<file path="config.mk">
export PLATFORM = sky130hd
export DESIGN_NAME = hamming_decoder_64bit
export DESIGN_NICKNAME = d
export VERILOG_FILES = /design/src/rtl/hamming_pkg.sv /design/src/rtl/hamming_syndrome_calc.sv /design/src/rtl/hamming_decoder_64bit.sv
export SDC_FILE = /design/constraint.sdc
export NUM_CORES = 1
export LEC_CHECK = 0
export ABC_AREA = 1
export CAP_MARGIN = 25
export CORE_AREA = 2 2 155 141
export CTS_BUF_LIST = sky130_fd_sc_hd__clkbuf_2 sky130_fd_sc_hd__clkbuf_4 sky130_fd_sc_hd__clkbuf_8
export CTS_CLUSTER_SIZE = 40
export DETAILED_ROUTE_END_ITERATION = 8
export DIE_AREA = 0 0 157 143
export PLACE_DENSITY = 0.9
export SLEW_MARGIN = 15
export SYNTH_ARGS = -nofsm -noshare
export SYNTH_HDL_FRONTEND = slang
export SYNTH_SLANG_ARGS = --single-unit
export TNS_END_PERCENT = 20
</file>
<file path="constraint.sdc">
create_clock -name clk -period 2 [get_ports clk]
set_input_delay 0.6 -clock clk [delete_from_list [all_inputs] [get_ports clk]]
set_output_delay 0.6 -clock clk [all_outputs]
set_load 0.01 [all_outputs]
</file>
<file path="src/rtl/hamming_pkg.sv">
// Shared Hamming(71,64) SEC definitions: widths, the position/data-index mapping
// and data extraction, used by both the encoder and the decoder.
package hamming_pkg;

  localparam int DATA_W = 64;
  localparam int PAR_W  = 7;
  localparam int CODE_W = 71;

  function automatic logic is_pow2(input logic [PAR_W-1:0] pos);
    return (pos != 7'd0) && ((pos & (pos - 7'd1)) == 7'd0);
  endfunction

  // Data index of a non-parity position: subtract the parity slots at or below it.
  function automatic logic [5:0] data_idx(input logic [PAR_W-1:0] pos);
    logic [PAR_W-1:0] n_par;
    n_par = 7'd0;
    for (int k = 0; k < PAR_W; k++) begin
      if ((7'd1 << k) <= pos) n_par = n_par + 7'd1;
    end
    return 6'(pos - n_par - 7'd1);
  endfunction

  function automatic logic [DATA_W-1:0] extract_data(input logic [CODE_W-1:0] code);
    logic [DATA_W-1:0] d;
    d = {DATA_W{1'b0}};
    for (int p = 1; p <= CODE_W; p++) begin
      if (!is_pow2(7'(p))) d[data_idx(7'(p))] = code[p-1];
    end
    return d;
  endfunction

endpackage

</file>
<file path="src/rtl/hamming_syndrome_calc.sv">
// Combinational 7-bit syndrome of a 71-bit codeword; the encoder reuses it for
// parity generation by feeding a codeword with zeroed parity slots.
module hamming_syndrome_calc
  import hamming_pkg::*;
(
  input  logic [CODE_W-1:0] code_word,
  output logic [PAR_W-1:0]  syndrome
);

  // Syndrome bit k folds every position whose index has bit k set.
  always_comb begin
    syndrome = {PAR_W{1'b0}};
    for (int p = 1; p <= CODE_W; p++) begin
      for (int k = 0; k < PAR_W; k++) begin
        if (((p >> k) & 1) == 1) syndrome[k] = syndrome[k] ^ code_word[p-1];
      end
    end
  end

endmodule

</file>
<file path="src/rtl/hamming_decoder_64bit.sv">
// Two-stage Hamming(71,64) SEC decoder with valid/ready backpressure and
// saturating corrected/uncorrectable event counters.
module hamming_decoder_64bit
  import hamming_pkg::*;
#(
  parameter int CNT_W = 16
) (
  input  logic              clk,
  input  logic              rst,
  input  logic              enable,
  input  logic              in_valid,
  output logic              in_ready,
  input  logic [CODE_W-1:0] encoded_data,
  output logic              out_valid,
  input  logic              out_ready,
  output logic [DATA_W-1:0] data_out,
  output logic [PAR_W-1:0]  syndrome,
  output logic              err_corrected,
  output logic              err_uncorrectable,
  output logic [CNT_W-1:0]  corrected_cnt,
  output logic [CNT_W-1:0]  uncorr_cnt,
  input  logic              cnt_clear
);

  logic              adv_s;
  logic              hs_s;
  logic [PAR_W-1:0]  syn_s;
  logic              s1_valid_r;
  logic              s1_en_r;
  logic [CODE_W-1:0] s1_code_r;
  logic [PAR_W-1:0]  s1_syn_r;
  logic [CODE_W-1:0] fix_mask_s;
  logic              corr_s;
  logic              unc_s;

  // Whole pipeline moves as one unit, so ready depends only on the output slot.
  assign adv_s    = !out_valid || out_ready;
  assign in_ready = adv_s;
  assign hs_s     = out_valid && out_ready;

  hamming_syndrome_calc u_syn (
    .code_word (encoded_data),
    .syndrome  (syn_s)
  );

  // Stage 1: capture word, its enable and its syndrome.
  always_ff @(posedge clk) begin
    if (rst) begin
      s1_valid_r <= 1'b0;
      s1_en_r    <= 1'b0;
      s1_code_r  <= {CODE_W{1'b0}};
      s1_syn_r   <= {PAR_W{1'b0}};
    end else if (adv_s) begin
      s1_valid_r <= in_valid;
      s1_en_r    <= enable;
      s1_code_r  <= encoded_data;
      s1_syn_r   <= syn_s;
    end
  end

  // Classify the syndrome and build the single-bit correction mask.
  always_comb begin
    corr_s     = 1'b0;
    unc_s      = 1'b0;
    fix_mask_s = {CODE_W{1'b0}};
    if (!s1_en_r || (s1_syn_r == 7'd0)) begin
      corr_s = 1'b0;
    end else if (s1_syn_r <= 7'(CODE_W)) begin
      corr_s     = 1'b1;
      fix_mask_s = {{(CODE_W-1){1'b0}}, 1'b1} << (s1_syn_r - 7'd1);
    end else begin
      unc_s = 1'b1;
    end
  end

  // Stage 2: corrected extraction into the output registers.
  always_ff @(posedge clk) begin
    if (rst) begin
      out_valid         <= 1'b0;
      data_out          <= {DATA_W{1'b0}};
      syndrome          <= {PAR_W{1'b0}};
      err_corrected     <= 1'b0;
      err_uncorrectable <= 1'b0;
    end else if (adv_s) begin
      out_valid         <= s1_valid_r;
      data_out          <= extract_data(s1_code_r ^ fix_mask_s);
      syndrome          <= s1_syn_r;
      err_corrected     <= s1_valid_r && corr_s;
      err_uncorrectable <= s1_valid_r && unc_s;
    end
  end

  // Saturating event counters; clear wins over a same-cycle increment.
  always_ff @(posedge clk) begin
    if (rst || cnt_clear) begin
      corrected_cnt <= {CNT_W{1'b0}};
      uncorr_cnt    <= {CNT_W{1'b0}};
    end else begin
      if (hs_s && err_corrected && (corrected_cnt != {CNT_W{1'b1}}))
        corrected_cnt <= corrected_cnt + {{(CNT_W-1){1'b0}}, 1'b1};
      if (hs_s && err_uncorrectable && (uncorr_cnt != {CNT_W{1'b1}}))
        uncorr_cnt <= uncorr_cnt + {{(CNT_W-1){1'b0}}, 1'b1};
    end
  end

endmodule
</file>
==> flow_summary.toml, run 1 <==
[outcome]
status = "finished, violations left"
violations = "setup timing"

[power_and_ir_drop]
p_leak_uw = 0.00774
power.density_nw_per_um2 = 772
peakVddDrop_mv = 0.547

[global_route]
grt_max_degree = 108
grt_pass1_wl_mm = 55.1
grt-ovfl-total = 0
grt_pass1_vias = 10600
grt_use_total_pct = 31.9
antenna_found_initial = 0

[floorplanning]
die_area_um2 = 22500
ios = 184
row_count = 50
core_area_um2 = 20700
die_y_um = 143
start_util_pct = 49.6
die-width_um = 157

[routing]
firstDrtPassIters = 5
ant_nets = 0
vias_per_cell = 5.42
drt_iter0_markers = 1129
dr_total_vias = 11500
routed_wl_mm = 37.1
drc_errors = 0
wl_per_cell_um = 17.4

[timing]
clock_skew_ns = 0.0233
rsz0062_at_grt = "yes"
max_slew_margin_pct = 69.5
hold_violations = 0
whs_ns = 0.454
drv_slew = 0
fin_crit_ns = 2.10
finalSetupViolCount = 31
worst_pin_slew_ns = 0.457
timing.final.ws_setup_ns = -0.105
finalCritPeriodShare_pct = 105
fmax_mhz = 475

[final_layout]
area_delta_synth_final_pct = 46.3
fin_area_um2 = 15000
antenna_cells = 0
layout.nets = 1908
final_layout_size_suffix_gt1_share_pct = 22.4

[worst_setup_path]
slowest_delay_ns = 0.36
critPathMostFrequentCell = "nand2_1"
endpoint_kind = "register"
required_ns = 2.37
worstSetupStartpointType = "register"
critPathArrivalTime_ns = 2.48
cp_max_fo = 4
regToRegSetupSlack_ns = -0.10
critPathSlowestCell = "dfxtp_4"
crit_start = "s1_syn_r[2]$_SDFFE_PP0P_"
worstSetupPathType = "reg2reg"
r2r-start = "s1_syn_r[2]$_SDFFE_PP0P_"
crit_chain = "buf_4, inv_2, ha_4, nor3_2, nand2_1, nor2_2, nand3_2, xor2_2, nand2_1, o211ai_1, inv_1"

[logic_synthesis]
synthMuxAreaShare_pct = 0
synth_common_cells = "nand2_1, inv_1, dfxtp_1"
synth-edff-count = 0
async_flop_share_pct = 0
synth_cell_types = 46
synth_area_um2 = 10300
yosys.area_share.adder_pct = 0.488
synth_fp_nets = 1569
ys.flop_type = "dfxtp_1"
yosysSeqAreaShare_pct = 34.9
syn-instance-count = 1488
synth_simple_gate_area_share_pct = 24.0
yosys.area_share.xor_xnor_pct = 14.1
yosysMostFrequentCell = "nand2_1"
synth_seq_cells = 179
synth.avg_cell_area_um2 = 6.90
synth_compound_area_share_pct = 16.2
synth.largest_area_cell = "dfxtp_1"
synth_top_area_share_pct = 34.9
netlist_top_cells_area = "dfxtp_1, nand2_1, o21ai_0, xnor2_1, inv_1"
synth_warnings = 0
synth_top_family_by_area = "simple AND/OR/NAND/NOR gates"

[cts]
path_clk_slew_ns = 0.11
max-clock-path-buffers = 2
cts_made_buffers = 17
cts_tree = "yes"
htree_levels = 4
clk_latency_ns = 0.48
clock_sinks = 179
clockRootBuffer = "clkbuf_8"

[placed_design]
dpl_worst_slack_ns = -0.621
gp_congestion = 0.974
dp_hpwl_mm = 27.6
placed_area_um2 = 13700
placement.io_buffers = 183

[worst_hold_path]
hold_path_class = "reg2reg"
hold_path.startpoint = "uncorr_cnt[8]$_SDFFE_PP0P_"

[run]
cap_violations = 0
-- cell families (layout without fill, tap and decap cells) --
kind of cell | count (synthesis) | count (layout)
and+or+nand+nor | 569 | 569
buffers and inverters | 264 | 616
DFF | 179 | 179
xor gates and xnor gates | 164 | 164
AOI/OAI and AO/OA | 308 | 308
adders and majority gates | 4 | 4
-- per-layer routing --
layer / global-route usage [%] / wire, um
met1: 42.1 / 15000
met2: 51.2 / 16900
met3: 4.49 / 3320
met4: 16.0 / 1810
met5: 0 / 0
-- what timing repair did --
item	CTS	global route
endpoints found under the setup margin	99	106
buffers inserted	6	7
resized for setup	143	161
hold buffers	0	0
endpoints found under the hold margin	0	0
gates cloned	1	0
pin swaps	23	36
-- where the power goes --
group	switching (uW)	internal, uW
logic	2790	2120
clock network	1510	1100
registers	234	3830
-- stage by stage --
step | std cells | power, uW | setup TNS, ns | utilization (%)
CTS | 2119 | 11100 | -0.272 | 69.5
global route | 2126 | 12100 | -5.02 | 72.5
floorplan | 1488 | 6300 | 0 | -
detailed placement | 2080 | 8250 | -20.91 | 66.1
global placement | 2080 | 8180 | -18.19 | 66.1
finish | 2126 | 11600 | -1.15 | 72.5
-- flip-flops by register name (all words and copies together), names as in the netlist --
| signal | cells |
|---|---|
| err_corrected | 1 |
| err_uncorrectable | 1 |
| syndrome | 7 |
| uncorr_cnt | 16 |
| s1_code_r | 64 |
| data_out | 64 |
| s1_valid_r | 1 |
| corrected_cnt | 16 |
| s1_syn_r | 7 |
| s1_en_r | 1 |
| out_valid | 1 |
-- worst max-delay path: cells and delay by family, from the launching register on --
family          cells  cell delay [ns]
buf+inv             3             0.28
simple gates        5             0.79
flops               1             0.36
fa+ha+maj           1             0.22
xor+xnor            1             0.24
compound gates      1             0.10
-- final timing paths --
path                                                   end  depth (start not counted)
worst max register to register   data_out[39]$_SDFFE_PP0P_                         11
worst max-delay path             data_out[39]$_SDFFE_PP0P_                         11
worst min register to register  uncorr_cnt[8]$_SDFFE_PP0P_                          1
worst min-delay path            uncorr_cnt[8]$_SDFFE_PP0P_                          1
-- cell usage in the layout (no fill, tap or decap), types with 3 or more instances in the layout --
master,count
nand2_1,253
buf_4,188
inv_1,176
dfxtp_1,154
o21ai_0,148
nor2_1,128
a21oi_1,110
nand3_1,70
dlymetal6s2s_1,65
xnor2_1,63
clkdlybuf4s50_1,61
xor2_1,59
dlygate4sd2_1,55
xnor2_2,26
nand2_2,22
dfxtp_2,22
o221ai_1,19
nand4_1,18
clkbuf_8,18
nor2_2,15
xor2_2,15
nor2_4,11
nor3_1,10
buf_12,9
inv_2,8
nand3_2,8
nor3_2,8
buf_6,8
o211ai_1,7
inv_6,7
o21ai_1,7
or2_2,6
nand3b_1,5
inv_4,4
nand2_4,4
nor4_1,3
o21ai_2,3
inv_8,3
dfxtp_4,3
-- cell type report --
cell class	count	area [um^2]
multi-input cells	1045	6220
well taps	286	358
flip-flops and latches	179	3620
inverters	193	751
repair buffers	391	3650
clock inverters	13	154
fillers	1560	5690
clock buffers	19	255
(Power assumes the default switching activity.)
==> run 2: changes to the inputs <==
ABC_AREA = unset   (was 1)
ABC_CLOCK_PERIOD_IN_PS = 2000   (was unset)
CORE_AREA = 2 2 149 136   (was 2 2 155 141)
DIE_AREA = 0 0 151 138   (was 0 0 157 143)
PLACE_DENSITY = 0.88   (was 0.9)
==> run 2 against run 1 <==
  * The flow still finishes with violations (setup timing)
  * Synthesized area fell by 11%
  * Combinational power fell by 2%
  * Flip-flop and latch count unchanged
  * Die area shrank 7.2%
  * Register-to-register slack is essentially flat
  * Routed wire length is 14% lower
  * Final cell count down 23%
  * Largest cell class unchanged
  * Maximum frequency down 0.80%
  * Sequential share of layout area increased by 3.2 points
==> flow_summary.toml, run 2 <==
[timing]
timing.final.ws_setup_ns = -0.121
fmax_mhz = 471
finalSetupViolCount = 36
drv_slew = 0
max_slew_margin_pct = 51.8
rsz0062_at_grt = "yes"
finalCritPeriodShare_pct = 106
fin_crit_ns = 2.12
clock_skew_ns = 0.0196
hold_violations = 0
worst_pin_slew_ns = 0.723

[logic_synthesis]
synth_seq_cells = 179
synth_compound_area_share_pct = 13.7
synth_top_area_share_pct = 39.3
synth_warnings = 0
synthMuxAreaShare_pct = 0.467
yosys.area_share.xor_xnor_pct = 21.2
yosysSeqAreaShare_pct = 39.3
synth_fp_nets = 1145
ys.flop_type = "dfxtp_1"
synth_simple_gate_area_share_pct = 21.2
async_flop_share_pct = 0
synth_common_cells = "dfxtp_1, nand2_1, nor2_1"
synth.largest_area_cell = "dfxtp_1"
yosys.area_share.adder_pct = 0.549
yosysMostFrequentCell = "dfxtp_1"
synth-edff-count = 0
synth_top_family_by_area = "simple AND/OR/NAND/NOR gates"
syn-instance-count = 1064
netlist_top_cells_area = "dfxtp_1, xnor2_1, nand2_1, xnor3_1, a211oi_1"
synth_cell_types = 53
synth.avg_cell_area_um2 = 8.57
synth_area_um2 = 9120

[routing]
drc_errors = 0
drt_iter0_markers = 880
firstDrtPassIters = 5
vias_per_cell = 5.67
routed_wl_mm = 31.8
wl_per_cell_um = 19.4
dr_total_vias = 9286
ant_nets = 0

[final_layout]
final_common_cell = "nand2_1"
layout.nets = 1449
finalNonFillerCells = 1637
final_layout_size_suffix_gt1_share_pct = 23.6
regArea_um2 = 3620
largestRegisters = "data_out: 64 flops, s1_code_r: 64 flops"
layout_common_cells = "nand2_1, buf_4, dfxtp_1"
area_delta_synth_final_pct = 45.4
multi_input_area_um2 = 5760
fin_util_pct = 68.0
fin_area_um2 = 13300
fill_cells = 1430

[placed_design]
placed_area_um2 = 12300
gp_congestion = 0.939
dp.cells = 1595
placement.io_buffers = 183
dpl_worst_slack_ns = -0.910
dp_hpwl_mm = 22.2

[worst_setup_path]
worst_r2r_path_depth = 7
critPathArrivalTime_ns = 2.53
worstSetupStartpointType = "input pin"
r2r-start = "s1_syn_r[0]$_SDFFE_PP0P_"
r2r-end = "data_out[30]$_SDFFE_PP0P_"
crit_start = "encoded_data[55]"
worstSetupPathType = "in2reg"
regToRegSetupSlack_ns = -0.11
endpoint_kind = "register"
required_ns = 2.41
cp_max_fo = 3
cp-endpoint = "s1_syn_r[4]$_SDFFE_PP0P_"

[floorplanning]
die_y_um = 138
row_count = 49
die_area_um2 = 20800
start_util_pct = 46.8
die-width_um = 151
ios = 184
core_area_um2 = 19500

[outcome]
violations = "setup timing"
status = "finished, violations left"

[power_and_ir_drop]
peakVddDrop_mv = 0.764
report.power.total_uw = 11500
p_leak_uw = 0.00603
power.density_nw_per_um2 = 870

[cts]
htree_levels = 4
clockRootBuffer = "clkbuf_8"
clock_sinks = 179
max-clock-path-buffers = 2
cts_made_buffers = 17
path_clk_slew_ns = 0.11
clk_latency_ns = 0.50
cts_tree = "yes"

[global_route]
grt_use_total_pct = 30.1
grt_pass1_vias = 8788
grt-ovfl-total = 0
antenna_found_initial = 1
grt_pass1_wl_mm = 48.5
grt_max_degree = 148

[worst_hold_path]
hold_path_class = "reg2reg"
hold_path.startpoint = "syndrome[6]$_SDFFE_PP0P_"

[run]
cap_violations = 0
[run 2: cell families after synthesis]
logic type | after synthesis
xor gates and xnor gates | 178
adders and majority gates | 4
DFF | 179
muxes | 4
and+or+nand+nor | 422
buffers and inverters | 81
AOI/OAI and AO/OA | 196
[run 2: report_power, final]
part	internal, uW	total (uW)	switching, uW
Combinational	2420	4810	2380
Clock	984	2660	1680
Sequential	3840	4070	232
[run 2: cell type report]
class	instances	area share, %
Clock buffer	17	1.76
Tap cell	255	2.41
Multi-Input combinational cell	805	43.4
Sequential cell	179	27.3
Inverter	10	0.321
Timing Repair Buffer	355	23.3
Clock inverter	15	1.49
Antenna cell	1	0.0189
[run 2: how the worst min path moves through the flow]
stage	to	cells past startpoint
2_1_floorplan	s1_code_r[18]$_SDFFE_PP0P_	2
3_3_place_gp	syndrome[6]$_SDFFE_PP0P_	2
3_5_place_dp	syndrome[4]$_SDFFE_PP0P_	2
4_1_cts	syndrome[6]$_SDFFE_PP0P_	2
5_1_grt	s1_code_r[8]$_SDFFE_PP0P_	3
6_report	syndrome[6]$_SDFFE_PP0P_	2
[run 2: what timing repair did]
| action | CTS | global route |
|---|---|---|
| pin swaps | 74 | 14 |
| hold buffers | 0 | 0 |
| setup endpoints to repair | 129 | 91 |
| gates cloned | 1 | 0 |
| buffers inserted | 10 | 1 |
| resized for setup | 268 | 53 |
[run 2: per-layer routing]
| metal | global-route usage (%) | vias to the layer above | wire [um] |
|---|---|---|---|
| li1 | - | 4292 | - |
| met1 | 39.6 | 4347 | 12800 |
| met2 | 47.1 | 530 | 14600 |
| met3 | 7.23 | 117 | 2990 |
| met4 | 13.2 | 0 | 1460 |
| met5 | 0 | - | 0 |
[run 2: per-stage QoR]
stage               hold WS, ns  setup TNS [ns]
finish                    0.461           -1.59
global route              0.451           -4.13
CTS                       0.467          -0.568
detailed placement        0.452          -44.27
global placement          0.442          -37.61
floorplan                 0.437           -2.26
[run 2: critical path: stages]
cell           delay [ns]
dlygate4sd2_1        0.37
xnor2_1              0.17
xnor3_2              0.48
buf_4                0.16
xnor3_1              0.21
xnor3_1              0.36
a211oi_2             0.18
==> run 3: changes to the inputs <==
CTS_CLUSTER_SIZE = 12   (was 40)
==> results of run 3 <==
Final layout, timing and power as in run 2 (identical DEF).
